### src/rtl/audio_tone_gen_if.sv
// audio_tone_gen_if: control inputs and sample outputs of the audio tone generator
interface audio_tone_gen_if #(
  parameter int CHANNELS    = 2,
  parameter int BIT_WIDTH   = 16,
  parameter int PHASE_WIDTH = 24
);
  logic                            enable;
  logic                            phase_sync;
  logic [2*CHANNELS-1:0]           mode;
  logic [PHASE_WIDTH*CHANNELS-1:0] increment;
  logic [3*CHANNELS-1:0]           attenuation;
  logic                            clk_audio;
  logic                            sample_valid;
  logic [BIT_WIDTH*CHANNELS-1:0]   audio_sample_word;
  modport master (
    output enable, phase_sync, mode, increment, attenuation,
    input  clk_audio, sample_valid, audio_sample_word
  );
  modport slave (
    input  enable, phase_sync, mode, increment, attenuation,
    output clk_audio, sample_valid, audio_sample_word
  );
endinterface

### src/rtl/audio_tone_gen.sv
// audio_tone_gen: multi-channel sawtooth/square/triangle test-tone source with audio clock divider
module audio_tone_gen #(
  parameter int CHANNELS    = 2,
  parameter int BIT_WIDTH   = 16,
  parameter int PHASE_WIDTH = 24,
  parameter int HALF_PERIOD = 262
) (
  input  logic            clk_pixel,
  input  logic            reset_n,
  audio_tone_gen_if.slave bus
);
  localparam int B  = BIT_WIDTH;
  localparam int P  = PHASE_WIDTH;
  localparam int DW = $clog2(HALF_PERIOD + 1);
  localparam logic [B-1:0] SQ_HI = {1'b0, {(B-1){1'b1}}};
  localparam logic [B-1:0] SQ_LO = {1'b1, {(B-2){1'b0}}, 1'b1};
  logic [DW-1:0]         div_q, div_d;
  logic                  clk_q, clk_d, valid_q, tc, strobe;
  logic [P*CHANNELS-1:0] phase_q, phase_d;
  logic [B*CHANNELS-1:0] word_q, word_d;
  // divider wraps at terminal count; the falling toggle of clk_audio is the sample strobe
  always_comb begin
    tc     = div_q == DW'(HALF_PERIOD - 1);
    strobe = tc & clk_q;
    div_d  = tc ? '0 : div_q + DW'(1);
    clk_d  = clk_q ^ tc;
  end
  for (genvar c = 0; c < CHANNELS; c++) begin : g_ch
    logic        [1:0]   m;
    logic        [2:0]   a;
    logic        [P-1:0] ph, inc;
    logic        [P-2:0] fold;
    logic signed [B-1:0] w, s;
    assign m    = bus.mode[2*c +: 2];
    assign a    = bus.attenuation[3*c +: 3];
    assign inc  = bus.increment[P*c +: P];
    assign ph   = phase_q[P*c +: P];
    assign fold = ph[P-1] ? ~ph[P-2:0] : ph[P-2:0];
    assign w    = m == 2'd0 ? '0 :
                  m == 2'd1 ? ph[P-1 -: B] :
                  m == 2'd2 ? (ph[P-1] ? SQ_LO : SQ_HI) :
                              {~fold[P-2], fold[P-3 -: B-1]};
    assign s    = w >>> a;
    assign word_d[B*c +: B]  = strobe ? s : word_q[B*c +: B];
    assign phase_d[P*c +: P] = bus.phase_sync ? '0 : (strobe && bus.enable) ? ph + inc : ph;
  end
  // all state registered, cleared asynchronously
  always_ff @(posedge clk_pixel or negedge reset_n) begin
    if (!reset_n) begin
      div_q   <= '0;
      clk_q   <= 1'b0;
      valid_q <= 1'b0;
      phase_q <= '0;
      word_q  <= '0;
    end else begin
      div_q   <= div_d;
      clk_q   <= clk_d;
      valid_q <= strobe;
      phase_q <= phase_d;
      word_q  <= word_d;
    end
  end
  assign bus.clk_audio         = clk_q;
  assign bus.sample_valid      = valid_q;
  assign bus.audio_sample_word = word_q;
endmodule
### src/flat_wrapper.sv
// flat-port wrapper written by rule: the top's interface ports become plain ports
module audio_tone_gen_flat 
#(
  parameter int CHANNELS    = 2,
  parameter int BIT_WIDTH   = 16,
  parameter int PHASE_WIDTH = 24,
  parameter int HALF_PERIOD = 262
)
  (clk_pixel, reset_n, bus_enable, bus_phase_sync, bus_mode, bus_increment, bus_attenuation, bus_clk_audio, bus_sample_valid, bus_audio_sample_word);
  audio_tone_gen_if #(.CHANNELS(CHANNELS), .BIT_WIDTH(BIT_WIDTH), .PHASE_WIDTH(PHASE_WIDTH)) bus_i ();
  input  logic clk_pixel;
  input  logic reset_n;
  input wire logic [$bits(bus_i.enable)-1:0] bus_enable;
  input wire logic [$bits(bus_i.phase_sync)-1:0] bus_phase_sync;
  input wire logic [$bits(bus_i.mode)-1:0] bus_mode;
  input wire logic [$bits(bus_i.increment)-1:0] bus_increment;
  input wire logic [$bits(bus_i.attenuation)-1:0] bus_attenuation;
  output wire logic [$bits(bus_i.clk_audio)-1:0] bus_clk_audio;
  output wire logic [$bits(bus_i.sample_valid)-1:0] bus_sample_valid;
  output wire logic [$bits(bus_i.audio_sample_word)-1:0] bus_audio_sample_word;
  assign bus_i.enable = bus_enable;
  assign bus_i.phase_sync = bus_phase_sync;
  assign bus_i.mode = bus_mode;
  assign bus_i.increment = bus_increment;
  assign bus_i.attenuation = bus_attenuation;
  assign bus_clk_audio = bus_i.clk_audio;
  assign bus_sample_valid = bus_i.sample_valid;
  assign bus_audio_sample_word = bus_i.audio_sample_word;
  audio_tone_gen #(.CHANNELS(CHANNELS), .BIT_WIDTH(BIT_WIDTH), .PHASE_WIDTH(PHASE_WIDTH), .HALF_PERIOD(HALF_PERIOD)) u_core (.clk_pixel(clk_pixel), .reset_n(reset_n), .bus(bus_i));
endmodule
### config.mk
export PLATFORM = sky130hd
export DESIGN_NAME = audio_tone_gen_flat
export DESIGN_NICKNAME = d
export VERILOG_FILES = /design/src/rtl/audio_tone_gen_if.sv /design/src/rtl/audio_tone_gen.sv /design/src/flat_wrapper.sv
export SDC_FILE = /design/constraint.sdc
export NUM_CORES = 1
export LEC_CHECK = 0
export CELL_PAD_IN_SITES_DETAIL_PLACEMENT = 0
export CELL_PAD_IN_SITES_GLOBAL_PLACEMENT = 1
export CORE_UTILIZATION = 37
export CTS_BUF_LIST = sky130_fd_sc_hd__clkbuf_8
export DETAILED_ROUTE_END_ITERATION = 16
export PLACE_DENSITY_LB_ADDON = 0.1
export SETUP_SLACK_MARGIN = 0.15
export SYNTH_ARGS = -nofsm -noshare
export SYNTH_HDL_FRONTEND = slang
export SYNTH_SLANG_ARGS = --single-unit
### constraint.sdc
create_clock -name clk_pixel -period 2.5 [get_ports clk_pixel]
set_clock_uncertainty 0.15 [all_clocks]
set_input_delay 0.25 -clock clk_pixel [delete_from_list [all_inputs] [get_ports clk_pixel]]
set_output_delay 0.25 -clock clk_pixel [all_outputs]
set_load 0.005 [all_outputs]
==> run_results.csv, run 1 <==
group,metric,value,unit
critical_path,critPathArrivalTime,2820,ps
critical_path,cp-end-kind,"register",
routing,wl_met3,703,µm
synthesis,synth-seq-cells,91,
place,place_area,0.0101,mm²
clock_network,cts_tree,"built",
floorplan,start_util,0.378,
critical_path,r2r_slack,-190,ps
critical_path,crit_required,2630,ps
floorplan,io_pins,96,
sta,setup_slack,-194,ps
critical_path,reg2reg_to,"u_core.phase_q[20]",
pwr,power_density,295,mW/mm²
global_routing,grt_pass1_wl,36.3,mm
global_routing,antenna_found_initial,0,
critical_path,ff2ff_path_depth,10,
final_layout,antennaDiodeCount,0,
outcome,status,"complete, but fails checks",
synthesis,synth_ff_type,"dfrtp_1",
sta,finalSetupViolCount,6,
routing,num_vias,7408,
pwr,total_power,3.24,mW
pwr,power_leakage,5.00,nW
critical_path,critical_path_class,"register to register",
synthesis,synth_edf_count,0,
clock_network,cts_made_buffers,9,
pwr,p_sw,1.03,mW
synthesis,syn_inst,924,
place,dpl.cell_count,1387,
synthesis,synth_area,0.00765,mm²
sta,fmax,371,MHz
global_routing,grt.overflow.total,0,
sta,period_share,1.08,
critical_path,cp.depth,10,
sta,tightest_slew,541,ps
sta,hold_violations,0,
pwr,combPwrFrac,0.219,
sta,fin_tns_setup,-602,ps
pwr,sw_frac_of_total,0.317,
global_routing,grt_start_max_net_pins,58,
place,dp_hpwl,16.7,mm
routing,post_drt_via_cell_ratio,5.19,
final_layout,syn2layout_area_growth,43.7,%
critical_path,critPathTopFamily,"compound AO/OA/AOI/OAI gates",
floorplan,coreArea,0.0202,mm²
clock_network,cts_buffer_depth,2,
floorplan,die_h,146,µm
critical_path,path_max_fanout,3,
routing,ant_nets,0,
synthesis,netlist_top_cells_count,"a21oi_1, nand2_1, dfrtp_1",
synthesis,synth_top_area_cell,"dfrtp_1",
final_layout,fin_cells,1428,
clock_network,cts_root_buffer,"clkbuf_8",
floorplan,rows,52,
final_layout,layout-drive-gt1-share,0.272,
synthesis,yosysSeqAreaShare,0.298,
critical_path,path_cells,"ha_2, fa_2, a21oi_4, o221ai_4, a31oi_4, a21oi_2, a221oi_4, a31oi_2, xor2_1, a22o_1",
sta,relSlewSlack,0.638,
critical_path,r2r-start,"u_core.phase_q[0]",
synthesis,syn_area_per_cell,8.28,µm²
global_routing,grtUsageTotal,0.211,
hold_path,hp-class,"input pin to async pin",
final_layout,layout.nets,1266,
routing,maxUsedRoutingLayer,"met4",
clock_network,clock_latency,390,ps
synthesis,synth_top_area_frac,0.298,
synthesis,synthArstFlopShare,1.00,
synthesis,synth_cell_types,68,
floorplan,die_w,146,µm
critical_path,critPathLaunch,"u_core.phase_q[0]",
routing,dr.pass1.iters,4,
sta,slew_violations,0,
routing,wl_met1,10.8,mm
global_routing,grt_pass1_vias,7309,
pwr,power_frac_clock,0.327,
sta,period_needed,2690,ps
synthesis,synth_warnings,0,
routing,drc,0,
critical_path,critPathMaxStageDelay,400,ps
clock_network,cts_sinks,91,
synthesis,synthMostInstantiatedCell,"a21oi_1",
outcome,violations,"setup timing",
clock_network,ctsHtreeMaxLevel,3,
routing,first_iter_violations,247,
floorplan,die-area,0.0213,mm²
clock_network,path_clk_slew,110,ps
routing,wl_per_cell,15.3,µm
critical_path,worst-path-buf-inv,0,
routing,wl_met2,9.99,mm
critical_path,endpoint,"u_core.phase_q[20]",
sta,rsz0062_at_grt,"true",
place,io_buffers,95,
critical_path,crit_path_start_kind,"register",
synthesis,netlist_top_cells_area,"dfrtp_1, ha_1, a21oi_1",
pwr,internal_power,2.21,mW
pwr,peakVddDrop,0.256,mV
run,drv_cap,0,
synthesis,synth_fp_nets,1037,
final_layout,post-route-cell-area,0.0110,mm²
place,gp_congestion,0.867,
pwr,p_seq_frac,0.454,
routing,wl,21.8,mm
critical_path,cp_slowest_cell,"dfrtp_1",
-- logic make-up (layout without fill, tap and decap cells) --
family	Yosys count	after routing	synth area share
muxes	60	60	0.0850
buffers and inverters	121	355	0.0652
DFF	91	91	0.298
adders and majority gates	51	51	0.0854
xor gates and xnor gates	48	48	0.0549
AOI/OAI and AO/OA	342	342	0.289
and+or+nand+nor	211	211	0.123
-- worst register-to-register path, cell delays in order, from the launching register on --
cell,delay [ps]
dfrtp_1,400
ha_2,190
fa_2,370
a21oi_4,210
o221ai_4,130
a31oi_4,170
a21oi_2,110
a221oi_4,380
a31oi_2,140
xor2_1,150
a22o_1,190
-- sequential cells by signal, summed over array words and instances (netlist names) --
register                      count
u_core.div_q                      9
u_core.bus.audio_sample_word     32
u_core.bus.sample_valid           1
u_core.bus.clk_audio              1
u_core.phase_q                   48
-- how the worst min path moves through the flow --
stage	start	to	slack (ps)	cells after the start
final	reset_n	u_core.phase_q[45]	200	2
after global routing	reset_n	u_core.phase_q[45]	240	2
after CTS	reset_n	u_core.phase_q[45]	210	2
after detailed placement	reset_n	u_core.phase_q[45]	110	1
after global placement	reset_n	u_core.phase_q[46]	110	1
after floorplan	reset_n	u_core.bus.audio_sample_word[0]	-200	0
-- cells in the final DEF, fill, tap and decap left out, types with 9 or more instances in the layout --
cell type / synthesis / final
a211oi_1: 11 / 9
a21o_1: 41 / 41
a21oi_1: 106 / 90
a21oi_2: 4 / 17
a22o_1: 17 / 17
buf_4: 4 / 165
buf_6: 2 / 11
clkbuf_8: 0 / 9
clkdlybuf4s50_1: 0 / 94
dfrtp_1: 91 / 89
ha_1: 49 / 31
ha_4: 0 / 16
inv_1: 63 / 63
mux2_2: 19 / 19
mux2i_1: 38 / 38
nand2_1: 98 / 93
nand3_1: 20 / 19
nor2_1: 52 / 48
o211ai_1: 26 / 26
o21ai_0: 45 / 39
o21ai_1: 14 / 15
o22ai_1: 29 / 29
xnor2_1: 30 / 26
xor2_1: 18 / 18
-- power by group through the flow --
stage | Combinational (mW) | Clock (mW) | Sequential [mW]
after global routing | 0.786 | 1.15 | 1.47
final | 0.711 | 1.06 | 1.47
after detailed placement | 0.669 | 0 | 1.50
after CTS | 0.700 | 1.11 | 1.47
after global placement | 0.668 | 0 | 1.50
after floorplan | 0.353 | 0 | 1.50
-- per-layer routing --
layer | GRT usage | vias up
li1 | - | 3812
met1 | 0.292 | 3450
met2 | 0.341 | 125
met3 | 0.0307 | 21
met4 | 0.0584 | 0
met5 | 0 | -
-- cell type report --
cell class	count	area, µm²
well taps	270	338
multi-input cells	712	5530
clock buffers	9	124
fillers	1904	9240
repair buffers	276	2410
flip-flops and latches	91	2280
clock inverters	7	73.8
inverters	63	236
-- what timing repair did --
item | in CTS | in global routing
pin swaps | 46 | 32
resized for setup | 61 | 40
setup buffers | 11 | 13
hold buffers | 1 | 0
setup endpoints to repair | 25 | 41
hold endpoints to repair | 34 | 0
-- per-stage QoR --
step | setup slack [ps] | util | hold WS, ps
3_5_place_dp | -544 | 0.497 | 113
6_report | -194 | 0.543 | 201
5_1_grt | -320 | 0.543 | 242
2_1_floorplan | -81.6 | - | -196
4_1_cts | -196 | 0.530 | 206
3_3_place_gp | -519 | 0.497 | 110
(Power assumes the default switching activity.)
==> run 2: changes to the inputs <==
==> constraint.sdc (replaced) <==
create_clock -name clk_pixel -period 2.7 [get_ports clk_pixel]
set_clock_uncertainty 0.15 [all_clocks]
set_input_delay 0.27 -clock clk_pixel [delete_from_list [all_inputs] [get_ports clk_pixel]]
set_output_delay 0.27 -clock clk_pixel [all_outputs]
set_load 0.005 [all_outputs]
==> run 2 against run 1 <==
Effect of this change:
- the run now ends clean
- core utilization fell by 3.5 points
- first-iteration DRC count rose by 19%
- total power fell by 9.1%
- global-route usage fell by 0.51 points
- register-to-register slack improved by 250 ps
- critical path type unchanged
- largest cell class unchanged
- largest power group unchanged
- highest routed layer unchanged
==> run_results.csv, run 2 (synthesized netlist as in run 1, its figures left out) <==
group,metric,value,unit
outcome,status,"finished clean",
pwr,peakVddDrop,0.172,mV
routing,drc,0,
pwr,power_density,286,mW/mm²
final_layout,largest-register,"u_core.phase_q",
sta,setup_slack,57.8,ps
global_routing,grt_pass1_vias,6976,
global_routing,grt_pass1_wl,35.4,mm
floorplan,die_h,146,µm
clock_network,clock_latency,380,ps
final_layout,nFillCells,1971,
place,gp_congestion,0.831,
place,io_buffers,95,
floorplan,coreArea,0.0202,mm²
global_routing,antenna_found_initial,0,
routing,num_vias,7193,
sta,hold_violations,0,
place,dpl.cell_count,1346,
sta,slew_violations,0,
sta,tightest_slew,644,ps
final_layout,syn2layout_area_growth,34.5,%
final_layout,layout.nets,1218,
clock_network,cts_made_buffers,9,
critical_path,path_max_fanout,3,
pwr,power_leakage,4.72,nW
global_routing,grt_start_max_net_pins,56,
sta,period_share,0.979,
clock_network,path_clk_slew,110,ps
sta,rsz0062_at_grt,"true",
final_layout,multi_input_area,0.00522,mm²
routing,dr.pass1.iters,5,
sta,fin_tns_setup,0,ps
critical_path,critical_path_class,"register to register",
floorplan,start_util,0.378,
sta,relSlewSlack,0.571,
final_layout,post-route-util,0.509,
critical_path,cp-end-kind,"register",
sta,fmax,378,MHz
final_layout,mostFrequentLayoutCells,"buf_4, a21oi_1, nand2_1",
place,pre_cts_ws,-355,ps
final_layout,seqCellArea,0.00228,mm²
routing,post_drt_via_cell_ratio,5.21,
critical_path,ff2ff_path_depth,10,
global_routing,grt.overflow.total,0,
routing,first_iter_violations,293,
final_layout,antennaDiodeCount,0,
sta,hold_ws,284,ps
sta,finalSetupViolCount,0,
hold_path,hp-class,"input pin to async pin",
final_layout,layout-drive-gt1-share,0.212,
clock_network,cts_root_buffer,"clkbuf_8",
critical_path,r2r-start,"u_core.phase_q[0]",
floorplan,io_pins,96,
critical_path,critPathArrivalTime,2760,ps
global_routing,grtUsageTotal,0.206,
final_layout,fin_cells,1380,
clock_network,cts_sinks,91,
critical_path,crit_required,2820,ps
routing,wl,21.5,mm
floorplan,die_w,146,µm
floorplan,die-area,0.0213,mm²
final_layout,largest_reg_flops,48,
sta,period_needed,2640,ps
critical_path,reg2reg_to,"u_core.phase_q[20]",
critical_path,r2r_slack,60,ps
place,dp_hpwl,16.6,mm
clock_network,cts_buffer_depth,2,
final_layout,layout_commonest_cell,"buf_4",
routing,wl_per_cell,15.6,µm
floorplan,rows,52,
run,drv_cap,0,
clock_network,ctsHtreeMaxLevel,3,
routing,ant_nets,0,
critical_path,crit_path_start_kind,"register",
clock_network,cts_tree,"built",
[run 2: cell type report]
class / count / area share
Clock buffer: 9 / 0.0120
Clock inverter: 7 / 0.00742
Inverter: 63 / 0.0230
Multi-Input combinational cell: 712 / 0.507
Sequential cell: 91 / 0.222
Tap cell: 270 / 0.0328
Timing Repair Buffer: 228 / 0.196
[run 2: repair_timing]
action	in CTS	in global routing
setup endpoints to repair	40	23
buffers inserted	6	11
hold buffers	1	0
gates resized for setup	11	52
hold endpoints to repair	43	0
pin swaps	12	29
[run 2: layer usage]
metal | vias up | routed length, µm | global-route usage
met5 | - | 0 | 0
met4 | 0 | 89 | 0.0353
met3 | 8 | 684 | 0.0326
met2 | 115 | 9870 | 0.332
met1 | 3360 | 10800 | 0.292
li1 | 3710 | - | -
[run 2: worst max path at each step]
stage	start	to	slack, ps
2_1_floorplan	u_core.phase_q[0]	u_core.phase_q[20]	120
3_3_place_gp	bus_increment[0]	u_core.phase_q[20]	-330
3_5_place_dp	bus_increment[0]	u_core.phase_q[20]	-360
4_1_cts	u_core.phase_q[0]	u_core.phase_q[20]	20
5_1_grt	u_core.phase_q[0]	u_core.phase_q[20]	-20
6_report	u_core.phase_q[0]	u_core.phase_q[20]	60
[run 2: metrics by stage]
stage / total power [mW] / area, µm²
after floorplan: 1.71 / 7660
after global placement: 1.96 / 9590
after detailed placement: 1.96 / 9590
after CTS: 2.98 / 9890
after global routing: 3.11 / 10300
final: 2.95 / 10300
[run 2: where the power goes]
part                  switching [mW]  internal (mW)
clock                          0.614          0.374
combinational                  0.314          0.284
sequential     0.0000000000000000306           1.36
[run 2: critical path, cell delays in order (launching register included)]
cell and delay, ps:
dfrtp_1 400, ha_2 190, fa_2 350, a21oi_2 180, o221ai_2 150, a31oi_4 160
a21oi_2 110, a221oi_4 360, a31oi_1 140, xor2_1 150, a22o_1 190
==> run 3: changes to the inputs <==
--- a/config.mk
+++ b/config.mk
@@ -7,11 +7,11 @@
 export LEC_CHECK = 0
 export CELL_PAD_IN_SITES_DETAIL_PLACEMENT = 0
 export CELL_PAD_IN_SITES_GLOBAL_PLACEMENT = 1
-export CORE_UTILIZATION = 37
+export CORE_UTILIZATION = 44
 export CTS_BUF_LIST = sky130_fd_sc_hd__clkbuf_8
 export DETAILED_ROUTE_END_ITERATION = 16
+export GPL_ROUTABILITY_DRIVEN = 0
 export PLACE_DENSITY_LB_ADDON = 0.1
-export SETUP_SLACK_MARGIN = 0.15
 export SYNTH_ARGS = -nofsm -noshare
 export SYNTH_HDL_FRONTEND = slang
 export SYNTH_SLANG_ARGS = --single-unit
==> run 3 against run 2 <==
Effect of this change:
- via count decreased by 0.42%
- largest power group unchanged
- combinational power decreased by 4.5%
- core utilization increased by 8.0 points
- critical path type unchanged
- flip-flop and latch count unchanged
- maximum frequency decreased by 0.82%
- sequential share of layout area increased by 0.94 points
- clock-buffer cell count unchanged
- total power decreased by 1.2%
- non-clock buffer count decreased by 19
- worst setup slack got worse by 22 ps
==> run_results.csv, run 3 (synthesized netlist as in run 1, its figures left out) <==
group,metric,value,unit
outcome,status,"finished clean",
critical_path,cp-end-kind,"register",
floorplan,rows,47,
final_layout,mostFrequentLayoutCells,"buf_4, a21oi_1, nand2_1",
final_layout,nFillCells,1605,
routing,post_drt_via_cell_ratio,5.46,
clock_network,cts_tree,"built",
floorplan,die_h,134,µm
pwr,power_leakage,4.57,nW
critical_path,r2r-start,"u_core.phase_q[0]",
final_layout,layout.nets,1199,
floorplan,coreArea,0.0168,mm²
final_layout,largest-register,"u_core.phase_q",
clock_network,cts_root_buffer,"clkbuf_8",
hold_path,min_delay_worst_endpoint,"u_core.div_q[0]",
global_routing,gr-usage-met3,0.0378,
pwr,sw_frac_of_total,0.311,
sta,finalSetupViolCount,0,
clock_network,cts_buffer_depth,2,
pwr,internal_power,2.01,mW
pwr,p_seq_frac,0.468,
critical_path,reg2reg_to,"u_core.phase_q[20]",
sta,relSlewSlack,0.488,
routing,num_vias,7163,
final_layout,syn2layout_area_growth,28.8,%
critical_path,ff2ff_path_depth,10,
routing,drc,0,
pwr,p_sw,0.906,mW
critical_path,crit_required,2840,ps
global_routing,antenna_found_initial,0,
clock_network,ctsHtreeMaxLevel,3,
floorplan,die-area,0.0179,mm²
sta,period_share,0.987,
routing,ant_nets,0,
clock_network,clock_latency,390,ps
sta,hold_violations,0,
critical_path,path_max_fanout,3,
global_routing,grt_pass1_wl,32.6,mm
clock_network,path_clk_slew,120,ps
sta,slew_violations,0,
global_routing,busiest_layer,"met2",
floorplan,die_w,134,µm
routing,wl_per_cell,15.0,µm
place,dp_hpwl,15.2,mm
global_routing,grt_start_max_net_pins,59,
routing,dr.pass1.iters,4,
routing,first_iter_violations,281,
sta,period_needed,2660,ps
pwr,power_density,295,mW/mm²
final_layout,layout_commonest_cell,"buf_4",
sta,setup_slack,36.1,ps
critical_path,crit_path_start_kind,"register",
global_routing,grt_pass1_vias,6815,
critical_path,r2r_slack,40,ps
final_layout,antennaDiodeCount,0,
clock_network,cts_made_buffers,9,
global_routing,grtUsageTotal,0.225,
place,io_buffers,95,
final_layout,layout-drive-gt1-share,0.170,
floorplan,start_util,0.457,
hold_path,hp-class,"register to register",
sta,tightest_slew,768,ps
global_routing,use_met1,0.304,
global_routing,grt.overflow.total,0,
sta,rsz0062_at_grt,"true",
pwr,power_frac_clock,0.336,
floorplan,io_pins,96,
sta,fmax,375,MHz
pwr,peakVddDrop,0.256,mV
clock_network,cts_sinks,91,
hold_path,holdCritStartpoint,"u_core.div_q[0]",
place,pre_cts_ws,-410,ps
critical_path,critPathArrivalTime,2810,ps
final_layout,post-route-util,0.588,
hold_path,hold_depth,1,
run,drv_cap,0,
critical_path,critical_path_class,"register to register",
routing,wl,19.7,mm
pwr,combPwrFrac,0.196,
global_routing,use_met2,0.380,
final_layout,largest_reg_flops,48,
pwr,total_power,2.91,mW
-- run 3: cell count changes in the layout (fill, tap and decap cells not counted), moves of 3 or more --
cell and change:
dfrtp_1 +3, buf_4 -13, ha_4 -8, a21oi_1 +7, ha_1 +8, dfrtp_2 -3
a21oi_2 -8, buf_6 -7
-- run 3: what timing repair did --
action | 4_1_cts | 5_1_grt
endpoints found under the setup margin | 5 | 15
hold buffers | 1 | 0
buffers inserted | 1 | 3
hold endpoints to repair | 57 | 0
pin swaps | 7 | 12
resized for setup | 5 | 18
-- run 3: worst max-delay path, stage by stage, from the launching register on --
cell and delay [ps]:
dfrtp_1 420, ha_4 170, fa_2 360, a21oi_4 170, o221ai_4 130, a31oi_4 210
a21oi_2 90, a221oi_2 370, a31oi_1 150, xor2_1 150, a22o_1 200
-- run 3: stage by stage --
| stage | TNS (ps) | area, µm² | hold slack [ps] | cells |
|---|---|---|---|---|
| 6_report | 0 | 9860 | 338 | 1311 |
| 5_1_grt | -143 | 9860 | 357 | 1311 |
| 4_1_cts | -16.9 | 9740 | 338 | 1308 |
| 3_5_place_dp | -4580 | 9480 | 247 | 1290 |
| 3_3_place_gp | -4350 | 9480 | 238 | 1290 |
| 2_1_floorplan | 0 | 7650 | -176 | 924 |
-- run 3: routing by layer --
| layer | vias to the layer above | part of all wire |
|---|---|---|
| met5 | - | 0 |
| met4 | 0 | 0.0090 |
| met3 | 15 | 0.036 |
| met2 | 128 | 0.48 |
| met1 | 3350 | 0.47 |
| li1 | 3670 | - |
-- run 3: how the worst max path moves through the flow --
stage	slack (ps)	cells after the start	from	end
2_1_floorplan	20	11	u_core.div_q[0]	u_core.phase_q[21]
3_3_place_gp	-380	11	bus_increment[0]	u_core.phase_q[20]
3_5_place_dp	-410	11	bus_increment[0]	u_core.phase_q[20]
4_1_cts	-20	10	u_core.phase_q[0]	u_core.phase_q[20]
5_1_grt	-90	10	u_core.phase_q[0]	u_core.phase_q[20]
6_report	40	10	u_core.phase_q[0]	u_core.phase_q[20]
-- run 3: layout make-up --
class	instances	area [µm²]	area share
clock inverter	7	76.3	0.00774
tap	220	275	0.0279
clock buffer	9	124	0.0126
multi-input combinational	712	5010	0.508
sequential	91	2280	0.231
timing repair buffer	209	1860	0.188
inverter	63	236	0.0240
-- run 3: power by group through the flow --
| stage | Clock, mW | Sequential [mW] | Combinational [mW] |
|---|---|---|---|
| 3_5_place_dp | 0 | 1.39 | 0.560 |
| 2_1_floorplan | 0 | 1.39 | 0.317 |
| 3_3_place_gp | 0 | 1.39 | 0.556 |
| 5_1_grt | 1.05 | 1.36 | 0.635 |
| 6_report | 0.978 | 1.36 | 0.571 |
| 4_1_cts | 1.01 | 1.36 | 0.565 |
